--- src/rtl/frame_trigger_pkg.sv ---
// Shared types for the frame trigger: FSM state encoding and frame counter width.
package frame_trigger_pkg;

  localparam int unsigned FrameCntW = 32;

  typedef enum logic [1:0] {
    StWaitLoad = 2'd0,
    StArmed    = 2'd1,
    StDumping  = 2'd2,
    StDone     = 2'd3
  } trig_state_e;

endpackage

--- src/rtl/frame_trigger_len.sv ---
// Saturating frame-period counter; latches the period and an overflow flag on each vs fall.
module frame_trigger_len #(
  parameter int unsigned LENW = 24
) (
  input  logic            clk,
  input  logic            rst_n,
  input  logic            fall,
  output logic [LENW-1:0] frame_len,
  output logic            len_ovf
);

  localparam logic [LENW-1:0] LenMax = '1;

  logic [LENW-1:0] len_cnt_q;
  logic            len_sat;

  assign len_sat = (len_cnt_q == LenMax);

  // The fall cycle itself counts toward the period, hence the +1 on capture.
  always_ff @(posedge clk) begin
    if (!rst_n) begin
      len_cnt_q <= '0;
      frame_len <= '0;
      len_ovf   <= 1'b0;
    end else if (fall) begin
      len_cnt_q <= '0;
      frame_len <= len_sat ? LenMax : len_cnt_q + LENW'(1);
      len_ovf   <= len_sat;
    end else if (!len_sat) begin
      len_cnt_q <= len_cnt_q + LENW'(1);
    end
  end

endmodule

--- src/rtl/frame_trigger.sv ---
// Frame counter and dump-window generator driven by vertical sync and the ROM-download flag.
module frame_trigger
  import frame_trigger_pkg::*;
#(
  parameter logic [FrameCntW-1:0] START_FRAME = '0,
  parameter logic [FrameCntW-1:0] STOP_FRAME  = '1,
  parameter bit                   USE_LOAD    = 1'b1,
  parameter int unsigned          LENW        = 24
) (
  input  logic                 clk,
  input  logic                 rst_n,
  input  logic                 vs,
  input  logic                 dwnld,
  output logic [FrameCntW-1:0] frame_cnt,
  output logic                 vs_fall,
  output logic                 dump_en,
  output logic                 dump_start,
  output logic                 dump_stop,
  output logic [LENW-1:0]      frame_len,
  output logic                 len_ovf
);

  localparam trig_state_e ResetState = USE_LOAD ? StWaitLoad : StArmed;

  logic        vs_q;
  logic        dwnld_q;
  logic        fall;
  logic        dl_end;
  logic        dl_rise;
  trig_state_e state_q;

  assign fall    = vs_q & ~vs;
  assign dl_end  = dwnld_q & ~dwnld;
  assign dl_rise = ~dwnld_q & dwnld;

  // vs_q resets high so a vs held low through reset is not seen as a fall on the reset edge.
  always_ff @(posedge clk) begin
    if (!rst_n) begin
      vs_q      <= 1'b1;
      dwnld_q   <= 1'b0;
      vs_fall   <= 1'b0;
      frame_cnt <= '0;
    end else begin
      vs_q    <= vs;
      dwnld_q <= dwnld;
      vs_fall <= fall;
      if (dwnld || dl_end) begin
        frame_cnt <= '0;
      end else if (fall) begin
        frame_cnt <= frame_cnt + FrameCntW'(1);
      end
    end
  end

  // Decisions use the registered frame_cnt/vs_fall, putting the window one cycle behind them.
  always_ff @(posedge clk) begin
    if (!rst_n) begin
      state_q    <= ResetState;
      dump_en    <= 1'b0;
      dump_start <= 1'b0;
      dump_stop  <= 1'b0;
    end else begin
      dump_start <= 1'b0;
      dump_stop  <= 1'b0;
      if (dl_rise) begin
        state_q   <= ResetState;
        dump_en   <= 1'b0;
        dump_stop <= (state_q == StDumping);
      end else begin
        case (state_q)
          StWaitLoad: begin
            if (dl_end) state_q <= StArmed;
          end
          StArmed: begin
            if (frame_cnt == START_FRAME) begin
              state_q    <= StDumping;
              dump_en    <= 1'b1;
              dump_start <= 1'b1;
            end
          end
          StDumping: begin
            if (vs_fall && (frame_cnt == STOP_FRAME)) begin
              state_q   <= StDone;
              dump_en   <= 1'b0;
              dump_stop <= 1'b1;
            end
          end
          StDone: begin
            state_q <= StDone;
          end
          default: begin
            state_q <= ResetState;
            dump_en <= 1'b0;
          end
        endcase
      end
    end
  end

  frame_trigger_len #(
    .LENW (LENW)
  ) u_len (
    .clk       (clk),
    .rst_n     (rst_n),
    .fall      (fall),
    .frame_len (frame_len),
    .len_ovf   (len_ovf)
  );

endmodule

--- config.mk ---
export PLATFORM = sky130hd
export DESIGN_NAME = frame_trigger
export DESIGN_NICKNAME = d
export VERILOG_FILES = /design/src/rtl/frame_trigger_pkg.sv /design/src/rtl/frame_trigger_len.sv /design/src/rtl/frame_trigger.sv
export SDC_FILE = /design/constraint.sdc
export NUM_CORES = 1
export LEC_CHECK = 0
export ABC_AREA = 1
export CORE_MARGIN = 5
export CORE_UTILIZATION = 30
export CTS_BUF_LIST = sky130_fd_sc_hd__clkbuf_16
export CTS_CLUSTER_DIAMETER = 30
export CTS_CLUSTER_SIZE = 40
export DETAILED_ROUTE_END_ITERATION = 10
export GPL_TIMING_DRIVEN = 0
export REMOVE_ABC_BUFFERS = 1
export SYNTH_ARGS = -nofsm -noshare
export SYNTH_HDL_FRONTEND = slang
export SYNTH_SLANG_ARGS = --single-unit
--- constraint.sdc ---
create_clock -name clk -period 3.5 [get_ports clk]
set_clock_uncertainty 0.15 [all_clocks]
set_input_delay 0.35 -clock clk [delete_from_list [all_inputs] [get_ports clk]]
set_output_delay 0.35 -clock clk [all_outputs]
set_load 0.05 [all_outputs]
**Yosys cells after proc, flatten, opt, wreduce, memory -nomap -nowiden**

Cells that the tools add are included.

- Register bits after elaboration: 89
- Word-level logic and storage cells: 52
- Output and inout bits: 61
- Input bits: 4

- Reduce and logical (&&, ||, !) cells: 11
- Bitwise logic cells: 8
- $add $sub $neg: 2
- Mux-type cells: 12
- Eq/ne operators: 8

Operator list:

| cell | count |
|---|---|
| adder 32 x 1 -> 32 bit, second input constant | 1 |
| equality test 32 bit, second input constant | 1 |
| logical NOT 32 bit | 1 |
| adder 24 x 1 -> 24 bit, second input constant | 1 |
| equality test 24 bit, second input constant | 1 |
| two-way mux 24 bit | 1 |
| one-hot mux 2 bit (4 select lines) | 1 |
| two-way mux 1 bit | 6 |
| two-way mux 2 bit | 3 |
| AND reduction 3 bit | 2 |
| OR reduction 2 bit | 3 |
| NOT 1 bit | 5 |
| equality test 2 bit, second input constant | 2 |
| != test 2 bit, second input constant | 2 |
| bitwise AND 1 bit | 3 |
| OR reduction 3 bit | 1 |
| equality test 2 x 1 -> 1 bit, second input constant | 1 |
| logical NOT 2 bit | 1 |
| != test 2 x 1 -> 1 bit, second input constant | 1 |
| one-hot mux 1 bit (2 select lines) | 1 |
| nonzero test 2 bit | 1 |
| logical AND 1 bit | 1 |
| logical OR 1 bit | 1 |

**Longest topological paths before layout**

Gate-level depths: netlist of run 1.

- Word-level depth: 5
- Depth in mapped cells: 11
- Gate-level depth less buffers: 11

**By module**

A second synthesis of run 1 with hierarchy kept.

- Cells, all modules: 698
- Area total of the unflattened synthesis: 4659.5 um^2

Modules (own cells, without submodules):

| module | area an instance (um^2) | cells each | instances |
|---|---|---|---|
| frame_trigger | 2356.0 | 360 | 1 |
| frame_trigger_len | 2303.5 | 338 | 1 |

**Least setup slack after synthesis of run 1**

OpenSTA, ideal clock, no wires.

- Kind: flip-flop to flip-flop
- Start point: register frame_cnt[1]
- End point: register frame_cnt[28]
- Cell stages (with the launch flop): 11
- Setup time: 116 ps
- Period minus slack after synthesis: 2069 ps
- Arrival time: 1803 ps
- Setup slack: 1431 ps
- Cell sequence: dfxtp_1 > ha_1 > inv_1 > nor2_1 > nand2_1 > inv_1 > nand2_1 > nor2_2 > nand3_1 > o21ai_0 > nor2_1

- Word-level cells in the longest chain between the ends: 1

RTL lines:

| element | line | source |
|---|---|---|
| start: declaration | frame_trigger.sv:14 | `output logic [FrameCntW-1:0] frame_cnt,` |
| start signal: assignment | frame_trigger.sv:50 | `frame_cnt <= frame_cnt + FrameCntW'(1);` |
| adder 32 x 1 -> 32 bit | frame_trigger.sv:50 |  |

No other way between the ends.
A chain may end at the register's enable or synchronous reset.

**Final worst setup path of run 1**

- Start point: input port rst_n
- End point: register frame_cnt[11]

- Word-level cells in the longest chain between the ends: 2

RTL lines:

| element | line | source |
|---|---|---|
| start: declaration | frame_trigger.sv:11 | `input logic rst_n,` |
| NOT 1 bit (no line) | -- |  |
| OR reduction 2 bit (no line) | -- |  |

No other way between the ends.

==> results of run 1 <==
## cell usage after synthesis, types with 3 or more instances
library cell / count / area [µm²]
nand2_1: 179 / 672
nor2_1: 104 / 390
dfxtp_1: 89 / 1780
inv_1: 83 / 312
nand3_1: 43 / 215
a21oi_1: 29 / 145
o21ai_0: 18 / 90.1
o21ai_1: 18 / 90.1
nor3_1: 16 / 80.1
xor2_1: 14 / 123
nand4_1: 10 / 62.6
clkbuf_1: 6 / 22.5
ha_1: 6 / 75.1
nor2_2: 6 / 37.5
nand3b_1: 5 / 37.5
inv_2: 4 / 15.0
buf_2: 3 / 15.0
xnor2_1: 3 / 26.3
## per-layer routing
metal / global-route usage / wire, µm / up-vias / share of wire
li1: - / - / 2222 / -
met1: 0.169 / 5060 / 1830 / 0.45
met2: 0.238 / 5450 / 88 / 0.48
met3: 0.0337 / 598 / 14 / 0.053
met4: 0.0442 / 197 / 0 / 0.017
met5: 0 / 0 / - / 0
## power breakdown
group          switching, µW  internal, µW
sequential              6.61          1020
combinational           73.6          34.2
clock                    386           540
## state kept, by name (all words and copies together), names as in the netlist, 2 cells and up
name / flops
frame_cnt: 32
u_len.frame_len: 24
u_len.len_cnt_q: 24
state_q: 2
## worst min-delay path: cells and delay by family, from the launching register on
family / cells / cell delay [ps]
DFF: 1 / 310
and+or+nand+nor: 2 / 100
## area by class of cell
class                      instances  share of cell area
inverter                          87              0.0590
clock buffer                       9              0.0407
timing repair buffer              65               0.121
tap                              184              0.0416
clock inverter                     6             0.00950
sequential                        89               0.322
multi-input combinational        474               0.406
## placed cells by master (no fill, tap or decap), drive strengths merged
| master | count |
|---|---|
| nand2 | 182 |
| nor2 | 112 |
| dfxtp | 89 |
| inv | 89 |
| clkdlybuf4s50 | 64 |
| nand3 | 44 |
| o21ai | 36 |
| a21oi | 29 |
| nor3 | 19 |
| xor2 | 14 |
| nand4 | 10 |
| clkbuf | 9 |
| ha | 6 |
| nand3b | 5 |
| xnor2 | 3 |
| clkinv | 3 |
| a21o | 2 |
| o21a | 2 |
| a31oi | 2 |
| or2 | 2 |
| and2 | 1 |
| o211a | 1 |
| o21bai | 1 |
| and3 | 1 |
| a22o | 1 |
| nor4 | 1 |
| bufinv | 1 |
| buf | 1 |
## per-stage QoR
step           setup WS [ps]  TNS [ps]  total power (µW)  utilization
5_1_grt                  410         0              2150        0.382
4_1_cts                  557         0              2100        0.382
3_5_place_dp             156         0              1160        0.363
2_1_floorplan           1220         0              1120            -
3_3_place_gp            -305     -3520              1160        0.361
6_report                 781         0              2060        0.382
## kinds of logic (layout without fill, tap and decap cells)
| group | count (synthesis) | after routing | synth area share |
|---|---|---|---|
| adder cells (fa/ha/maj) | 6 | 6 | 0.0171 |
| AO/OA/AOI/OAI | 74 | 74 | 0.0897 |
| buffers and inverters | 97 | 167 | 0.0837 |
| XOR/XNOR | 17 | 17 | 0.0339 |
| AND/OR/NAND/NOR | 377 | 377 | 0.370 |
| flip-flops | 89 | 89 | 0.405 |
## worst min-delay path by stage
stage | end | slack [ps]
finish | u_len.frame_len[2]$_SDFFE_PN0P_ | 300
global route | u_len.frame_len[17]$_SDFFE_PN0P_ | 320
CTS | u_len.frame_len[13]$_SDFFE_PN0P_ | 310
detailed placement | u_len.frame_len[22]$_SDFFE_PN0P_ | 290
global placement | u_len.frame_len[6]$_SDFFE_PN0P_ | 290
floorplan | vs_q$_SDFF_PN1_ | 270
==> qor.log, run 1 <==
[floorplan] initial cell density of the core 0.304
[cells_and_area] number of standard cells in the layout, taps in and fillers out 914
[worst_setup_path] cell count of the worst reg-to-reg path 6
[place] Routability Congestion 0.861
[cells_and_area] count of inserted antenna diode cells 0
[grt] total congestion overflow 0
[route] DRC viols 0
[sta] Final min period 2720 ps
[sta] Slew @ Worst Pin 1140 ps
[clock_network] clock buffer depth 2
[worst_setup_path] crit path buf inv count 3
[worst_setup_path] launching element type of the critical path input pin
[worst_setup_path] most repeated library cell on the critical path inv_1
[sta] minimum hold slack 299 ps
[grt] initial antenna violation count 0
[grt] vias in the first global route 3892
[power_and_ir_drop] power density over the cells 373 nW/µm²
[worst_setup_path] Crit path largest cell delay 870 ps
[power_and_ir_drop] maximum VDD drop 312 µV
[clock_network] number of clock buffers inserted by TritonCTS 9
[floorplan] full die area 17200 µm²
[clock_network] Sink Count 89
[floorplan] number of standard-cell rows in the floorplan 44
[clock_network] maximum level of the CTS H-tree 3
[yosys] unique cell type count in the Yosys netlist 37
[route] Vias per Instance 4.54
[worst_setup_path] setup slack of the most critical reg-to-reg path 1030 ps
[min_path] worst hold stages 2
[worst_setup_path] Worst EP arrival 2860 ps
[worst_setup_path] family of cells with the greatest summed delay on the critical path buffers and inverters
[worst_setup_path] critical path depth 6
[worst_setup_path] Worst EP required 3640 ps
[cells_and_area] final net count 736
[route] 1st-pass router iterations 4
[sta] period utilisation layout 0.777
[worst_setup_path] kind of critical path in2reg
[sta] Max-slew headroom 0.233
[yosys] post-synthesis sequential element count 89
[clock_network] post-cts hold buffer count 0
[route] initial drt markers 231
[grt] wire length of the first global-routing pass 18.8 mm
[route] Detailed Route WL 11.3 mm
[place] number of port buffers 64
[worst_setup_path] r2r startpoint vs_q$_SDFF_PN1_
[cells_and_area] layout overhead on the synthesized area 25.9%
[cells_and_area] filler instances 1564
[min_path] Min-Delay Path Class reg2reg
[sta] Setup violations, final 0
[yosys] share of flip-flops with an asynchronous set or reset 0
[clock_network] clock tree root buffer cell clkbuf_16
[cells_and_area] area used by sequential logic in the layout 1780 µm²
[cells_and_area] multi-input logic area 2250 µm²
[floorplan] DIE WIDTH 131 µm
[yosys] register area share after synthesis 0.405
[clock_network] # Post-CTS Setup Buffers 0
[yosys] main flop type after synthesis dfxtp_1
[grt] pin count of the biggest net entering global routing 23
[worst_setup_path] critical path capture point type flip-flop
[route] number of nets still failing antenna checks after routing 0
[route] vias 4154
[worst_setup_path] reg-to-reg endpoint u_len.len_cnt_q[1]$_SDFFE_PP0N_
[place] HPWL Detailed 8.45 mm
[floorplan] die outline height 131 µm
[clock_network] CTS resizes 0
[yosys] Ys Warns 0
[yosys] number of enable flip-flop cells after synthesis 0
[route] routed length per placed instance 12.4 µm
[clock_network] CTS tree done
[power_and_ir_drop] Leak Pwr 0.00228 µW
[cells_and_area] cell area after layout 5530 µm²
[sta] final slew viol count 0
[place] number of placed cells counting well taps 899
[sta] peak clock frequency supported by timing 368 MHz
[yosys] per-instance average area after synthesis 6.66 µm²
[min_path] Worst Hold Launch u_len.frame_len[2]$_SDFFE_PN0P_
[job] Max-cap violations 0
[sta] setup repair after global routing missed its margin false
[worst_setup_path] Worst Setup SP rst_n
[worst_setup_path] largest fanout on the critical path 18
[clock_network] register clock-pin slew on the reported worst setup and hold paths 60 ps
[worst_setup_path] Worst path slowest cell nor3_2
[yosys] netlist area before placement 4400 µm²
[worst_setup_path] critical-path cell list clkdlybuf4s50_1 -> inv_1 -> nor3_2 -> inv_1 -> a21oi_1 -> o21a_1
[floorplan] floorplan core area 14500 µm²
[place] Area after DPL 5250 µm²
[cells_and_area] fraction of final layout cells sized beyond drive strength 1 0.0479
[yosys] Post-Syn Instances 660
[sta] endpoints failing hold 0
[grt] global router's overall resource usage 0.138
[outcome] status finished, final reports clean
[floorplan] number of primary I/O pins 65
[worst_setup_path] endpoint of the worst setup timing path frame_cnt[11]$_SDFFE_PP0P_
[clock_network] clock network latency to the later pin of the worst-skew pair 350 ps
No activity file was read; power rests on OpenSTA's default activity.
==> inputs of run 2 (changes only) <==
==> constraint.sdc (replaced) <==
create_clock -name clk -period 2.3 [get_ports clk]
set_clock_uncertainty 0.15 [all_clocks]
set_input_delay 0.23 -clock clk [delete_from_list [all_inputs] [get_ports clk]]
set_output_delay 0.23 -clock clk [all_outputs]
set_load 0.05 [all_outputs]
==> qor.log, run 2 (same netlist as run 1, synthesis figures left out) <==
[clock_network] register clock-pin slew on the reported worst setup and hold paths 60 ps [about the same]
[sta] final slew viol count 0 [unchanged]
[worst_setup_path] crit path buf inv count 1 [-2]
[floorplan] full die area 17200 µm² [unchanged]
[sta] Slew @ Worst Pin 543 ps [-602 ps]
[cells_and_area] Finished Core Util 0.386 [+0.00389]
[grt] initial antenna violation count 0 [unchanged]
[grt] vias in the first global route 3898 [+0.15%]
[worst_setup_path] largest fanout on the critical path 6 [-12]
[clock_network] number of clock buffers inserted by TritonCTS 9 [unchanged]
[min_path] worst hold stages 2 [unchanged]
[route] 1st-pass router iterations 4 [unchanged]
[clock_network] clock buffer depth 2 [unchanged]
[cells_and_area] leading cell types in the layout, fill and taps excluded 177 x nand2_1, 103 x nor2_1, 89 x dfxtp_1
[power_and_ir_drop] power density over the cells 564 nW/µm² [+51%]
[place] number of port buffers 64 [unchanged]
[worst_setup_path] family of cells with the greatest summed delay on the critical path buffers and inverters
[cells_and_area] final net count 740 [+0.54%]
[route] routed length per placed instance 12.3 µm [-0.33%]
[sta] peak clock frequency supported by timing 478 MHz
[min_path] Hold EP u_len.frame_len[2]$_SDFFE_PN0P_
[worst_setup_path] cell count of the worst reg-to-reg path 7 [+1]
[place] Routability Congestion 0.861 [unchanged]
[worst_setup_path] critical-path cell list clkdlybuf4s50_1
[clock_network] Sink Count 89 [unchanged]
[worst_setup_path] Worst path slowest cell clkdlybuf4s50_1
[worst_setup_path] launching element type of the critical path flip-flop
[cells_and_area] count of inserted antenna diode cells 0 [unchanged]
[route] number of nets still failing antenna checks after routing 0 [unchanged]
[place] Area after DPL 5250 µm² [unchanged]
[sta] Max-slew headroom 0.637 [+0.404]
[clock_network] clock tree root buffer cell clkbuf_16
[sta] endpoints failing hold 0 [unchanged]
[floorplan] floorplan core area 14500 µm² [unchanged]
[sta] setup repair after global routing missed its margin false
[cells_and_area] area used by sequential logic in the layout 1780 µm² [unchanged]
[worst_setup_path] kind of critical path reg2out
[cells_and_area] number of flip-flops under the largest register name 32 [unchanged]
[floorplan] number of standard-cell rows in the floorplan 44 [unchanged]
[route] Detailed Route WL 11.3 mm [+0.11%]
[job] Max-cap violations 0 [unchanged]
[floorplan] initial cell density of the core 0.304 [unchanged]
[floorplan] DIE WIDTH 131 µm [unchanged]
[place] HPWL Detailed 8.45 mm [unchanged]
[cells_and_area] fraction of final layout cells sized beyond drive strength 1 0.0572 [+0.00928]
[cells_and_area] most common library cell in the layout ignoring fill and taps nand2_1
[cells_and_area] cell area after layout 5590 µm² [+1.0%]
[worst_setup_path] Crit path largest cell delay 870 ps [about the same]
[worst_setup_path] setup slack of the most critical reg-to-reg path 280 ps [-750 ps]
[clock_network] CTS tree done
[outcome] status finished, final reports clean
[cells_and_area] multi-input logic area 2270 µm² [+1.2%]
[route] vias 4156 [+0.048%]
[cells_and_area] filler instances 1563 [-0.064%]
[min_path] Min-Delay Path Class reg2reg
[power_and_ir_drop] Leak Pwr 0.00232 µW [+1.7%]
[clock_network] maximum level of the CTS H-tree 3 [unchanged]
[worst_setup_path] Worst EP arrival 1710 ps [-1150 ps]
[clock_network] clock network latency to the later pin of the worst-skew pair 350 ps [about the same]
[cells_and_area] Most flops, register frame_cnt
[min_path] Worst Hold Launch u_len.frame_len[2]$_SDFFE_PN0P_
[sta] Final min period 2090 ps
[worst_setup_path] reg-to-reg endpoint u_len.frame_len[8]$_SDFFE_PN0P_
[route] DRC viols 0 [unchanged]
[floorplan] die outline height 131 µm [unchanged]
[grt] wire length of the first global-routing pass 18.9 mm [+0.40%]
[grt] pin count of the biggest net entering global routing 23 [unchanged]
[power_and_ir_drop] maximum VDD drop 476 µV [+53%]
[grt] total congestion overflow 0 [unchanged]
[route] Vias per Instance 4.53 [-0.39%]
[grt] global router's overall resource usage 0.139 [+0.000507]
[sta] Setup violations, final 0 [unchanged]
[worst_setup_path] Worst EP required 1920 ps [-1720 ps]
[sta] period utilisation layout 0.911
[floorplan] number of primary I/O pins 65 [unchanged]
[worst_setup_path] critical path capture point type primary output
[cells_and_area] layout overhead on the synthesized area 27.2%
[sta] Total Negative Setup Slacks 0 ps [unchanged]
[route] initial drt markers 216 [-6.5%]
[cells_and_area] largest registers ranked by flip-flop count frame_cnt (32), u_len.frame_len (24), u_len.len_cnt_q (24)
[worst_setup_path] r2r startpoint u_len.len_cnt_q[21]$_SDFFE_PP0N_
[run 2: changes by cell type in the layout (fill, tap and decap cells not counted)]
cell / change
buf_4: +4
nand2_1: -2
nor2_2: -2
nor2_4: +2
inv_1: -1
inv_2: +1
nand2_2: +1
nand2_4: +1
nor3_2: -1
nor3_4: +1
[run 2: worst max path at each step]
stage	startpoint	end	slack, ps	cells past startpoint
detailed placement	vs	u_len.frame_len[6]$_SDFFE_PN0P_	-920	7
floorplan	vs_q$_SDFF_PN1_	u_len.len_cnt_q[0]$_SDFFE_PP0N_	120	5
global route	frame_cnt[0]$_SDFFE_PP0P_	frame_cnt[28]$_SDFFE_PP0P_	50	10
finish	frame_cnt[22]$_SDFFE_PP0P_	frame_cnt[22]	210	1
CTS	rst_n	frame_cnt[11]$_SDFFE_PP0P_	50	6
global placement	vs	u_len.len_cnt_q[22]$_SDFFE_PP0N_	-1380	7
[run 2: final cells by class]
class	count	area share
multi-input cells	474	0.407
flip-flops and latches	89	0.319
repair buffers	69	0.125
inverters	87	0.0584
well taps	184	0.0412
clock buffers	9	0.0403
clock inverters	6	0.00940
[run 2: power by group]
group | switching, µW | internal [µW] | leakage [µW]
registers | 10.5 | 1560 | 0.000719
clock network | 592 | 822 | 0.000147
logic | 116 | 58.1 | 0.00146
[run 2: layer usage]
layer  GRT usage  share of wire
met1       0.169           0.45
met2       0.240           0.48
met3      0.0337          0.044
met4      0.0442          0.018
met5           0              0
[run 2: per-stage QoR]
step	power, µW	cells	hold WS (ps)	setup slack, ps
2_1_floorplan	1710	650	149	118
3_3_place_gp	1760	898	286	-1380
3_5_place_dp	1770	899	288	-924
4_1_cts	3190	915	306	49.0
5_1_grt	3290	918	319	49.0
6_report	3150	918	300	206
[run 2: what timing repair did]
item,4_1_cts,5_1_grt
setup buffers,1,3
endpoints found under the setup margin,60,20
resized for setup,5,3
hold buffers,0,0
gates cloned,0,0
pin swaps,1,1
==> inputs of run 3 (changes only) <==
--- a/config.mk
+++ b/config.mk
@@ -6,7 +6,7 @@
 export NUM_CORES = 1
 export LEC_CHECK = 0
 export ABC_AREA = 1
-export CORE_MARGIN = 5
+export CORE_MARGIN = 2
 export CORE_UTILIZATION = 30
 export CTS_BUF_LIST = sky130_fd_sc_hd__clkbuf_16
 export CTS_CLUSTER_DIAMETER = 30
==> qor.log, run 3 (same netlist as run 1, synthesis figures left out) <==
[route] number of nets still failing antenna checks after routing 0 [unchanged]
[cells_and_area] fraction of final layout cells sized beyond drive strength 1 0.0584 [+0.00120]
[outcome] status finished, final reports clean
[route] Detailed Route WL 11.3 mm [-0.56%]
[sta] setup repair after global routing missed its margin false
[floorplan] floorplan core area 14400 µm² [-0.38%]
[clock_network] maximum level of the CTS H-tree 3 [unchanged]
[worst_setup_path] largest fanout on the critical path 6 [unchanged]
[grt] vias in the first global route 3866 [-0.82%]
[min_path] Min-Delay Path Class reg2reg
[cells_and_area] number of flip-flops under the largest register name 32 [unchanged]
[place] number of port buffers 64 [unchanged]
[sta] Total Negative Setup Slacks 0 ps [unchanged]
[floorplan] full die area 15600 µm² [-8.9%]
[cells_and_area] Most flops, register frame_cnt
[sta] period utilisation layout 0.902 [-0.00850]
[min_path] Worst Hold Launch u_len.frame_len[17]$_SDFFE_PN0P_
[worst_setup_path] r2r startpoint u_len.len_cnt_q[0]$_SDFFE_PP0N_
[route] vias 4172 [+0.38%]
[cells_and_area] filler instances 1563 [unchanged]
[min_path] worst hold stages 2 [unchanged]
[worst_setup_path] crit path buf inv count 1 [unchanged]
[floorplan] number of primary I/O pins 65 [unchanged]
[clock_network] clock network latency to the later pin of the worst-skew pair 350 ps [about the same]
[place] HPWL Detailed 8.33 mm [-1.4%]
[sta] Max-slew headroom 0.635 [-0.00163]
[grt] global router's overall resource usage 0.148 [+0.00956]
[cells_and_area] final net count 741 [+0.14%]
[sta] endpoints failing hold 0 [unchanged]
[place] Area after DPL 5250 µm² [unchanged]
[sta] final slew viol count 0 [unchanged]
[floorplan] die outline height 125 µm [-4.6%]
[cells_and_area] largest registers ranked by flip-flop count frame_cnt (32), u_len.frame_len (24), u_len.len_cnt_q (24)
[sta] post-route worst setup slack 225 ps [+19.6 ps]
[place] number of placed cells counting well taps 899 [unchanged]
[clock_network] number of clock buffers inserted by TritonCTS 9 [unchanged]
[worst_setup_path] Worst EP arrival 1690 ps [-20 ps]
[cells_and_area] layout overhead on the synthesized area 28.1%
[route] DRC viols 0 [unchanged]
[cells_and_area] Finished Core Util 0.390 [+0.00434]
[worst_setup_path] launching element type of the critical path flip-flop
[worst_setup_path] family of cells with the greatest summed delay on the critical path buffers and inverters
[clock_network] register clock-pin slew on the reported worst setup and hold paths 60 ps [about the same]
[worst_setup_path] critical path capture point type primary output
[worst_setup_path] cell count of the worst reg-to-reg path 8 [+1]
[power_and_ir_drop] power density over the cells 586 nW/µm² [+3.8%]
[clock_network] Sink Count 89 [unchanged]
[clock_network] clock tree root buffer cell clkbuf_16
[sta] Setup violations, final 0 [unchanged]
[min_path] Hold EP u_len.frame_len[17]$_SDFFE_PN0P_
[sta] Slew @ Worst Pin 546 ps [+3.54 ps]
[sta] Final min period 2070 ps [-19.6 ps]
[cells_and_area] number of standard cells in the layout, taps in and fillers out 920 [+0.22%]
[place] Routability Congestion 0.861 [about the same]
[worst_setup_path] Crit path largest cell delay 860 ps [about the same]
[worst_setup_path] Worst path slowest cell clkdlybuf4s50_1
[cells_and_area] cell area after layout 5630 µm² [+0.74%]
[worst_setup_path] critical-path cell list clkdlybuf4s50_1
[place] worst slack, placed -910 ps [+14.1 ps]
[worst_setup_path] reg-to-reg endpoint u_len.frame_len[8]$_SDFFE_PN0P_
[route] routed length per placed instance 12.2 µm [-0.77%]
[route] initial drt markers 178 [-18%]
[cells_and_area] leading cell types in the layout, fill and taps excluded 177 x nand2_1, 103 x nor2_1, 89 x dfxtp_1
[worst_setup_path] setup slack of the most critical reg-to-reg path 260 ps [-20 ps]
[grt] pin count of the biggest net entering global routing 23 [unchanged]
[clock_network] post-cts hold buffer count 0 [unchanged]
[worst_setup_path] kind of critical path reg2out
[sta] peak clock frequency supported by timing 482 MHz [+0.94%]
[floorplan] initial cell density of the core 0.305 [+0.00116]
[clock_network] CTS tree done
[power_and_ir_drop] Leak Pwr 0.00233 µW [+0.23%]
[floorplan] number of standard-cell rows in the floorplan 44 [unchanged]
[route] 1st-pass router iterations 4 [unchanged]
[grt] wire length of the first global-routing pass 18.8 mm [-0.29%]
[cells_and_area] count of inserted antenna diode cells 0 [unchanged]
[grt] total congestion overflow 0 [unchanged]
[route] Vias per Instance 4.53 [+0.17%]
[cells_and_area] most common library cell in the layout ignoring fill and taps nand2_1
[worst_setup_path] Worst EP required 1920 ps [about the same]
[floorplan] DIE WIDTH 125 µm [-4.6%]
[job] Max-cap violations 0 [unchanged]
[power_and_ir_drop] maximum VDD drop 399 µV [-16%]
[grt] initial antenna violation count 0 [unchanged]
[clock_network] clock buffer depth 2 [unchanged]
==> run 3: worst max-delay path by stage <==
stage,startpoint,end,slack (ps),cells after the start
3_5_place_dp,vs,u_len.frame_len[5]$_SDFFE_PN0P_,-910,7
5_1_grt,u_len.len_cnt_q[0]$_SDFFE_PP0N_,u_len.frame_len[15]$_SDFFE_PN0P_,50,9
6_report,frame_cnt[26]$_SDFFE_PP0P_,frame_cnt[26],230,1
4_1_cts,vs,u_len.frame_len[5]$_SDFFE_PN0P_,-50,7
2_1_floorplan,vs_q$_SDFF_PN1_,u_len.len_cnt_q[0]$_SDFFE_PP0N_,120,5
3_3_place_gp,vs,u_len.len_cnt_q[22]$_SDFFE_PP0N_,-1380,7
==> run 3: final cells by class <==
type                            instances  area (µm²)  area share
Inverter                               87         327      0.0580
Tap cell                              184         230      0.0409
Clock inverter                          7        86.3      0.0153
Timing Repair Buffer                   70         706       0.125
Multi-Input combinational cell        474        2270       0.404
Clock buffer                            9         225      0.0400
Sequential cell                        89        1780       0.316
==> run 3: timing repair <==
item,4_1_cts,5_1_grt
resized for setup,4,4
setup endpoints to repair,60,51
cloned,0,0
pin swaps,0,2
buffers inserted,0,5
==> run 3: routing by layer <==
layer  global-route usage  share of wire
met2                0.250           0.47
met1                0.183           0.46
met4               0.0458          0.018
met5                    0              0
met3               0.0432          0.047
==> run 3: per-stage QoR <==
stage	hold WS, ps	total power [µW]
finish	300	3300
global route	319	3420
CTS	303	3340
detailed placement	290	1770
global placement	292	1760
floorplan	149	1710
==> run 3: power by group <==
part	switching, µW	leakage [µW]	total [µW]	internal (µW)
sequential	10.6	0.000719	1570	1560
combinational	117	0.00146	177	59.9
clock	616	0.000148	1560	940
total	743	0.00233	3300	2560
